File: config.mk
export PLATFORM = sky130hd
export DESIGN_NAME = log2_iter
export DESIGN_NICKNAME = d
export VERILOG_FILES = /design/src/rtl/log2_iter.sv
export SDC_FILE = /design/constraint.sdc
export NUM_CORES = 1
export LEC_CHECK = 0
export CAP_MARGIN = 20
export CORE_ASPECT_RATIO = 1.5
export CORE_UTILIZATION = 61
export DETAILED_ROUTE_END_ITERATION = 10
export PLACE_DENSITY = 0.82
export SETUP_SLACK_MARGIN = 0.3
export SYNTH_ARGS = -nofsm -noshare
export SYNTH_HDL_FRONTEND = slang
export SYNTH_SLANG_ARGS = --single-unit
File: constraint.sdc
create_clock -name clk -period 6.7 [get_ports clk]
set_input_delay 1.005 -clock clk [delete_from_list [all_inputs] [get_ports clk]]
set_output_delay 1.005 -clock clk [all_outputs]
set_load 0.02 [all_outputs]
File: src/rtl/log2_iter.sv
`timescale 1ns/1ps
`default_nettype none
// +------------------------------------------------------------------------+
// | log2_iter                                                              |
// | Iterative unsigned base-2 logarithm: leading-one detect for the        |
// | characteristic, then one mantissa bit per cycle by repeated squaring.  |
// | Revision: 1.0                                                          |
// +------------------------------------------------------------------------+
module log2_iter #(
  parameter  int W  = 8,
  parameter  int F  = 5,
  localparam int CW = $clog2(W)
) (
  input  logic          clk,
  input  logic          reset,
  input  logic          start,
  input  logic [W-1:0]  x,
  output logic          busy,
  output logic          done,
  output logic [CW-1:0] characteristic,
  output logic [F-1:0]  mantissa,
  output logic          zero_err
);

  localparam int            CNTW     = $clog2(F + 1);
  localparam logic [CW-1:0]   c_top    = CW'(W - 1);
  localparam logic [CNTW-1:0] c_last   = CNTW'(F - 1);

  typedef enum logic [1:0] {
    S_IDLE = 2'd0,
    S_NORM = 2'd1,
    S_ITER = 2'd2,
    S_DONE = 2'd3
  } state_t;

  state_t          r_state;
  state_t          w_state_nxt;
  logic [W-1:0]    r_operand;
  logic [W-1:0]    r_m;
  logic [CNTW-1:0] r_cnt;
  logic [CW-1:0]   r_char;
  logic [F-1:0]    r_mant;
  logic            r_zero_err;

  logic [CW-1:0]   w_msb;
  logic [W-1:0]    w_norm;
  logic [W:0]      w_sq_hi;
  logic            w_bit;
  logic [W-1:0]    w_m_nxt;

  always_comb begin
    w_msb = '0;
    for (int i = 0; i < W; i++) begin
      if (r_operand[i]) w_msb = CW'(i);
    end
  end

  assign w_norm = r_operand << (c_top - w_msb);

  // Only the top W+1 bits of the Q2.(2W-2) square are ever needed.
  assign w_sq_hi = (W + 1)'(({{W{1'b0}}, r_m} * {{W{1'b0}}, r_m}) >> (W - 1));
  assign w_bit   = w_sq_hi[W];
  assign w_m_nxt = w_bit ? w_sq_hi[W:1] : w_sq_hi[W-1:0];

  always_ff @(posedge clk or posedge reset) begin
    if (reset) r_state <= S_IDLE;
    else       r_state <= w_state_nxt;
  end

  always_comb begin
    w_state_nxt = r_state;
    case (r_state)
      S_IDLE:  if (start) w_state_nxt = S_NORM;
      S_NORM:  w_state_nxt = (r_operand == '0) ? S_DONE : S_ITER;
      S_ITER:  if (r_cnt == c_last) w_state_nxt = S_DONE;
      S_DONE:  w_state_nxt = S_IDLE;
      default: w_state_nxt = S_IDLE;
    endcase
  end

  always_ff @(posedge clk or posedge reset) begin
    if (reset) begin
      r_operand  <= '0;
      r_m        <= '0;
      r_cnt      <= '0;
      r_char     <= '0;
      r_mant     <= '0;
      r_zero_err <= 1'b0;
    end else begin
      case (r_state)
        S_IDLE: begin
          if (start) begin
            r_operand <= x;
            r_cnt     <= '0;
          end
        end
        S_NORM: begin
          r_mant <= '0;
          if (r_operand == '0) begin
            r_zero_err <= 1'b1;
            r_char     <= '0;
          end else begin
            r_zero_err <= 1'b0;
            r_char     <= w_msb;
            r_m        <= w_norm;
          end
        end
        S_ITER: begin
          r_m    <= w_m_nxt;
          r_mant <= F'({r_mant, w_bit});
          r_cnt  <= r_cnt + 1'b1;
        end
        default: ;
      endcase
    end
  end

  assign busy           = (r_state != S_IDLE);
  assign done           = (r_state == S_DONE);
  assign characteristic = r_char;
  assign mantissa       = r_mant;
  assign zero_err       = r_zero_err;

endmodule
`default_nettype wire

* Word level (Yosys, flattened, before mapping) *
Cells that the tools add are included.

storage, ports and cells
  word-level logic and storage cells = 46
  memories kept = 0
  memory bits (writable) = 0
  bits in read-only memories = 0
  input port bits = 11
  bits in latches = 0
  flip-flop bits (word level) = 30
  output and inout port bits = 11

cells by class
  reduce and logical (&&, ||, !) cells = 9
  $mul = 1
  equality and inequality tests = 7
  shifts and indexed selects = 1
  add/sub/neg operators = 2
  order comparisons = 0
  bitwise logic cells = 0
  divide/modulo/power cells = 0
  muxes and demuxes = 19

operator list
  cell                 number
  $mux 3               7
  $mul 8x8->16         1
  $mux 8               2
  $pmux 8 s2           1
  $pmux 5 s2           1
  $logic_not 8->1      1
  $pmux 2 s4           1
  $reduce_and 2->1     4
  $shl 8x3->8          1
  $mux 2               3
  $ne 2x2->1 const B   3
  $pmux 3 s2           1
  $reduce_bool 2->1    3
  $eq 2x2->1 const B   2
  $add 3x1->3 const B  1
  $eq 3x3->1 const B   1
  $mux 1               3
  $sub 3x3->3 const A  1
  $eq 2x1->1 const B   1
  $logic_not 2->1      1

* Logic depth before layout (Yosys ltp) *
Gate-level depths: netlist of run 1.

  word-level depth = 11
  mapped depth = 17
  gate-level depth less buffers = 16

* Least setup slack after synthesis of run 1 *
Ideal clock, no wire load.

  kind = reg2reg
  from = register r_m[6]
  to = register r_m[5]
  arrival time = 4.594 ns
  stages on the path, launching flop included = 17
  path buffers = 1
  setup slack = 2.003 ns
  required time = 6.596 ns
  cells stage by stage = dfrtp_1 -> clkbuf_1 -> inv_1 -> nor2_1 -> fa_1 -> fa_1 -> inv_1 -> fa_1 -> fa_1 -> inv_1 -> ha_1 -> a21oi_1 -> o21a_1 -> o21ai_2 -> o311ai_2 -> nand2_1 -> o311ai_1

between the ends
  cells in the longest elaborated chain, start to end = 3

RTL lines
  item                    RTL line  RTL
  start, declared         39        logic [W-1:0] r_m;
  start signal, assigned  105       r_m <= w_norm;
  start signal, assigned  109       r_m <= w_m_nxt;
  $mul 8x8->16            61        assign w_sq_hi = (W + 1)'(({{W{1'b0}}, r_m} * {{W{1'b0}}, r_m}) >> (W - 1));
  $mux 8                  63        assign w_m_nxt = w_bit ? w_sq_hi[W:1] : w_sq_hi[W-1:0];
  $pmux 8 s2              90        case (r_state)

Every way passes these cells.
A chain may end at the register's enable or synchronous reset.

* Final worst setup path of run 1 *
Same ends and word-level chain as after synthesis.

==> metrics.md, run 1 <==
| Metric | Value |
|---|---|
| First-pass GRT wire length | `12970 µm` |
| Initial core utilization | `63.45%` |
| Mapped Cells | `389` |
| Post-CTS setup buffers | `0` |
| Fin area | `3800 µm²` |
| Hold path cells | `1` |
| Crit Path Class | `reg -> reg` |
| # diodes | `0` |
| Final core occ | `69.72%` |
| DR pass1 iterations | `4` |
| Via Count | `2865` |
| Final Setup Violations | `0` |
| Mapped Nets | `459` |
| CP Data Required Time | `6.88 ns` |
| Core area | `5450 µm²` |
| Worst skew pair latency | `0.29 ns` |
| Placed inst area | `3705 µm²` |
| YS warnings | `0` |
| Post-Syn Area per Cell | `8.890 µm²` |
| Clk buf depth | `2` |
| Startpoint of the worst hold path | `mantissa[4]` |
| Post-synth EDFFs | `0` |
| Rows | `33` |
| Top cell by count, worst path | `fa_1` |
| Final worst path period share | `75.39%` |
| Clock tree from TritonCTS | `yes` |
| Worst Path Max Fanout | `10` |
| Average wire per cell in the routed design | `15.85 µm` |
| Arr. time, crit path | `5.23 ns` |
| Synth cell types | `64` |
| Antenna violations before repair | `0` |
| RSZ-0062 raised after global routing | `no` |
| Detail Route Antenna Nets | `0` |
| H-tree Lvls | `2` |
| Register area share after synthesis | `21.71%` |
| Worst-Margin Slew | `0.7218 ns` |
| Max Fclk | `0.1980 GHz` |
| Die width | `63.48 µm` |
| Ys flop type | `dfrtp_1` |
| Slowest-stage cell, CP | `dfrtp_1` |
| Type of the tightest min-delay check | `reg -> reg` |
| Endpoint type of the worst setup path | `flop` |
| Setup TNS | `0 ns` |
| GPL Wtd Cong | `0.9110` |
| Clock sinks | `30` |
| Fin. max-slew vios | `0` |
| Gates resized, CTS repair | `0` |
| Status | `finished, final reports clean` |
| Drt initial violations | `123` |
| Crit path launch type | `flop` |
| GRT Total Usage | `27.89%` |
| CTS Root Cell | `clkbuf_8` |
| Inserted Clock Buffers | `5` |
| Post-DP HPWL | `6058 µm` |
| Gr ovfl total | `0` |
| DRC Markers | `0` |
| # Max-Cap Violations | `0` |
| Crit path largest cell delay | `0.56 ns` |
| Crit Reg-Reg Endpoint | `r_m[5]` |
| Min-Delay Endpoint | `mantissa[4]` |
| Worst reg-to-reg setup slack | `1.65 ns` |
| I/O pin count | `22` |
| Largest net degree at the start of global routing | `31` |
| Fraction of registers with async set/reset | `100.0%` |
| CP Cell Sequence | `inv_1 -> nor2_1 -> fa_1 -> fa_1 -> inv_1 -> fa_1 -> fa_1 -> inv_1 -> ha_1 -> a21oi_1 -> o21a_1 -> o21ai_2 -> o311ai_2 -> nand2_1 -> o311ai_1` |
| I/O Buffers | `21` |
| Via/cell ratio | `6.032` |
| Final nets | `474` |
| Die area | `5981 µm²` |
| Final Hold Vio Count | `0` |
| Worst-path clk slew | `0.07 ns` |
| Max-Slew Margin vs Limit | `51.48%` |
| Worst Skew | `0.008740 ns` |
| Routed WL | `7528 µm` |
| Cell area after synthesis | `3458 µm²` |
| Reg2Reg Depth | `15` |
| Final worst path period need | `5.051 ns` |
| Die span in y | `94.22 µm` |
| P&R area growth vs syn | `9.877%` |
| Cts hold-fix bufs | `0` |
| Vias in the first global route | `2931` |
| Synth Register Bits | `30` |
| Reg2reg start | `r_m[6]` |
| Ratio of cells with drive above 1 in the final layout | `8.395%` |
==> sequential cells by signal, indices dropped and copies added (netlist names) <==
name,count
r_m,8
zero_err,1
characteristic,3
r_state,2
r_cnt,3
r_operand,8
mantissa,5
==> layer usage <==
metal,global-route usage [%],wire length [µm],up-vias
met5,0,0,-
met1,29.81,2794,1360
li1,-,-,1380
met4,16.48,325,0
met3,2.913,228,27
met2,51.86,4180,98
==> critical path: cells and delay by family (launching register included) <==
kind                       cells  cell delay [ns]
DFF                            1             0.56
adders and majority gates      5             2.44
and+or+nand+nor                2             0.45
buffers and inverters          3             0.25
AOI/OAI and AO/OA              5             1.25
==> through the flow <==
stage          instances  hold WS (ns)  setup slack, ns
6_report             475        0.5034            1.649
5_1_grt              475        0.5341            1.382
4_1_cts              475        0.5092            1.703
3_5_place_dp         467        0.4894            1.738
3_3_place_gp         467        0.4886            1.878
2_1_floorplan        389        0.4737            2.003
==> layout make-up <==
type	count	area [µm²]
repair buffers	22	217.7
clock buffers	6	82.58
inverters	65	244.0
multi-input cells	280	2405
fillers	466	1650
clock inverters	2	12.51
well taps	70	87.58
flip-flops and latches	30	750.7
==> cells in the mapped netlist (2+ instances only) <==
master / number / area (µm²)
a211o_1: 2 / 17.52
a211oi_1: 2 / 15.01
a21boi_0: 3 / 22.52
a21oi_1: 19 / 95.09
a22oi_1: 2 / 15.01
a31oi_1: 4 / 25.02
and2_1: 16 / 100.1
and3_1: 3 / 18.77
and4_1: 2 / 17.52
buf_2: 5 / 25.02
clkbuf_1: 9 / 33.78
dfrtp_1: 30 / 750.7
fa_1: 24 / 480.5
ha_1: 35 / 437.9
inv_1: 65 / 244.0
mux2_1: 2 / 22.52
mux2_2: 8 / 90.09
mux2i_1: 2 / 20.02
nand2_1: 24 / 90.09
nand2b_1: 5 / 31.28
nand3_1: 12 / 60.06
nand4_1: 9 / 56.30
nor2_1: 23 / 86.33
nor3_1: 5 / 25.02
o2111ai_1: 3 / 26.28
o211ai_1: 8 / 60.06
o21ai_0: 13 / 65.06
o21ai_1: 2 / 10.01
o221ai_1: 2 / 17.52
o22ai_1: 2 / 12.51
o2bb2ai_1: 2 / 17.52
o311ai_0: 3 / 26.28
o311ai_1: 2 / 17.52
or2_2: 2 / 12.51
xnor2_1: 10 / 87.58
==> logic make-up after synthesis <==
group,after synthesis,synth area share [%]
AO/OA/AOI/OAI,87,19.21
XOR/XNOR,11,2.786
adder cells (fa/ha/maj),59,26.56
buffers and inverters,79,8.755
flip-flops,30,21.71
multiplexers,12,3.835
AND/OR/NAND/NOR,111,17.15
==> layout by cell type, fill, tap and decap left out, types with 5 or more instances in the layout <==
cell type        synthesis  layout
o211ai_1                 8       8
nor3_1                   5       5
clkdlybuf4s50_1          0      21
clkbuf_8                 0       6
nand2_1                 24      24
o21ai_0                 13      13
mux2_2                   8       8
nor2_1                  23      23
a21oi_1                 19      19
xnor2_1                 10      10
inv_1                   65      65
nand2b_1                 5       5
fa_1                    24      24
ha_1                    35      35
nand4_1                  9       9
dfrtp_1                 30      30
and2_1                  16      16
nand3_1                 12      12
==> worst max-delay path by stage <==
stage               slack (ns)  depth (start not counted)  startpoint  endpoint
floorplan                 2.00                         16      r_m[6]    r_m[5]
global placement          1.88                         15      r_m[2]    r_m[5]
detailed placement        1.74                         15      r_m[2]    r_m[5]
global route              1.38                         15      r_m[2]    r_m[5]
finish                    1.65                         15      r_m[6]    r_m[5]
CTS                       1.70                         15      r_m[2]    r_m[5]
Power of run 1 is not shown: default switching activity piles up to over one toggle a cycle in this logic, so the estimate is an artifact.
==> run 2, diff against run 1 <==
==> constraint.sdc (replaced) <==
create_clock -name clk -period 4.93 [get_ports clk]
set_input_delay 0.7395 -clock clk [delete_from_list [all_inputs] [get_ports clk]]
set_output_delay 0.7395 -clock clk [all_outputs]
set_load 0.02 [all_outputs]
==> run 2 against run 1 <==
Compared with the run above: clock-buffer cell count unchanged; global-route usage fell by 0.42 points; non-clock buffer count increased by 17; routed wire length increased by 5.4%; final area rose by 7.2%; cell count grew 3.6%; hold slack got worse by 0.00080 ns; setup slack got worse by 1.2 ns; critical path type unchanged.
==> metrics.md, run 2 (same netlist as run 1, synthesis figures left out) <==
| Metric | Value |
|---|---|
| Final Instance Count excl. Fillers | `492 (+3.6%)` |
| # Max-Cap Violations | `0 (unchanged)` |
| Via/cell ratio | `5.976 (-0.93%)` |
| Rows | `33 (unchanged)` |
| Gr ovfl total | `0 (unchanged)` |
| Fin. max-slew vios | `0 (unchanged)` |
| Clock tree from TritonCTS | `yes` |
| Core area | `5450 µm² (unchanged)` |
| RSZ-0062 raised after global routing | `no` |
| Final core occ | `74.77% (+5.1 points)` |
| Placed insts | `475 (+1.7%)` |
| Inserted Clock Buffers | `5 (unchanged)` |
| H-tree Lvls | `2 (unchanged)` |
| Via Count | `2940 (+2.6%)` |
| CTS Root Cell | `clkbuf_8` |
| Final worst path period share | `90.24% (+15 points)` |
| GPL Wtd Cong | `0.9742 (+6.9%)` |
| Most frequent cells in the layout | `inv_1, ha_1, dfrtp_1` |
| I/O pin count | `22 (unchanged)` |
| CP Data Required Time | `5.12 ns (-1.76 ns)` |
| Routed WL | `7933 µm (+5.4%)` |
| Clock sinks | `30 (unchanged)` |
| Endpoint type of the worst setup path | `flop` |
| Final Hold Vio Count | `0 (unchanged)` |
| Type of the tightest min-delay check | `reg -> reg` |
| Clk buf depth | `2 (unchanged)` |
| Hold path cells | `1 (unchanged)` |
| # diodes | `0 (unchanged)` |
| Initial core utilization | `63.45% (unchanged)` |
| Status | `finished, final reports clean` |
| Crit path launch type | `flop` |
| Max Fclk | `0.2248 GHz (+14%)` |
| Die width | `63.48 µm (unchanged)` |
| Final Setup Violations | `0 (unchanged)` |
| Average wire per cell in the routed design | `16.12 µm (+1.7%)` |
| I/O Buffers | `21 (unchanged)` |
| Setup TNS | `0 ns (unchanged)` |
| Worst-Margin Slew | `0.6691 ns (-0.05276 ns)` |
| Worst Path Max Fanout | `7 (-3)` |
| Worst skew pair latency | `0.28 ns (about the same)` |
| Final nets | `491 (+3.6%)` |
| Worst-path clk slew | `0.07 ns (about the same)` |
| Final worst path period need | `4.449 ns (-0.6024 ns)` |
| Die span in y | `94.22 µm (unchanged)` |
| Vias in the first global route | `2905 (-0.89%)` |
| Largest net degree at the start of global routing | `25 (-19%)` |
| Worst Skew | `0.004282 ns (-0.004458 ns)` |
| Worst setup margin | `0.4813 ns (-1.168 ns)` |
| Ratio of cells with drive above 1 in the final layout | `18.01% (+9.6 points)` |
| Antenna violations before repair | `0 (unchanged)` |
| P&R area growth vs syn | `17.84%` |
| Crit Path Class | `reg -> reg` |
| Post-DP HPWL | `6200 µm (+2.3%)` |
| Worst slack, placed | `0.08598 ns (-1.652 ns)` |
| Detail Route Antenna Nets | `0 (unchanged)` |
| DR pass1 iterations | `4 (unchanged)` |
| First-pass GRT wire length | `12790 µm (-1.4%)` |
| Commonest non-fill, non-tap cell in the layout | `inv_1` |
| Drt initial violations | `94 (-24%)` |
| Max-Slew Margin vs Limit | `55.06% (+3.6 points)` |
| GRT Total Usage | `27.47% (-0.42 points)` |
| Reg2Reg Depth | `16 (+1)` |
| DRC Markers | `0 (unchanged)` |
| Arr. time, crit path | `4.64 ns (-0.59 ns)` |
| Die area | `5981 µm² (unchanged)` |
-- run 2: cell type report --
class                           instances  area (µm²)
Clock inverter                          2       12.51
Multi-Input combinational cell        280        2525
Fill cell                             411        1375
Inverter                               65       244.0
Sequential cell                        30       754.5
Tap cell                               70       87.58
Timing Repair Buffer                   39       369.1
Clock buffer                            6       82.58
-- run 2: path summary, 6_finish.rpt --
check                              end  slack [ns]   startpoint
setup reg to reg                r_m[6]        0.48       r_m[5]
hold reg to reg            mantissa[4]        0.50  mantissa[4]
hold / removal             mantissa[4]        0.50  mantissa[4]
setup / recovery                r_m[6]        0.48       r_m[5]
max in group asynchronous       r_m[4]        3.76        reset
min in group asynchronous  mantissa[1]        0.72        reset
-- run 2: per-stage QoR --
stage | hold slack (ns) | cell area [µm²]
floorplan | 0.4737 | 3460
global placement | 0.4940 | 3757
detailed placement | 0.4834 | 3785
CTS | 0.5024 | 3911
global route | 0.5378 | 4075
finish | 0.5026 | 4075
-- run 2: worst max-delay path: stages, from the launching register on --
cell and delay, ns:
dfrtp_1 0.36, buf_4 0.16, nand2_1 0.07, fa_1 0.48
inv_1 0.07, fa_1 0.51, fa_1 0.55, inv_1 0.06
fa_1 0.53, inv_1 0.06, ha_4 0.29, o211ai_1 0.13
nor3_1 0.15, a21oi_1 0.10, or3_4 0.42, and4_1 0.23
a311oi_2 0.19
-- run 2: routing by layer --
metal | vias up | global-route usage [%] | wire, µm
met5 | - | 0 | 0
met1 | 1444 | 27.46 | 2913
met3 | 23 | 2.791 | 176
met2 | 62 | 54.96 | 4559
li1 | 1411 | - | -
met4 | 0 | 12.69 | 284
-- run 2: timing repair --
item / 4_1_cts / 5_1_grt
buffers inserted: 1 / 8
pin swaps: 0 / 9
hold buffers: 0 / 0
setup endpoints to repair: 9 / 9
resized for setup: 7 / 26
Power of run 2 is left out for the same reason.
==> run 3, diff against run 2 <==
--- a/config.mk
+++ b/config.mk
@@ -5,6 +5,7 @@
 export SDC_FILE = /design/constraint.sdc
 export NUM_CORES = 1
 export LEC_CHECK = 0
+export ABC_CLOCK_PERIOD_IN_PS = 4930
 export CAP_MARGIN = 20
 export CORE_ASPECT_RATIO = 1.5
 export CORE_UTILIZATION = 61
==> results of run 3 <==
No change in the layout: final DEF, timing and power equal those of run 2.
Power of run 3 is left out for the same reason.
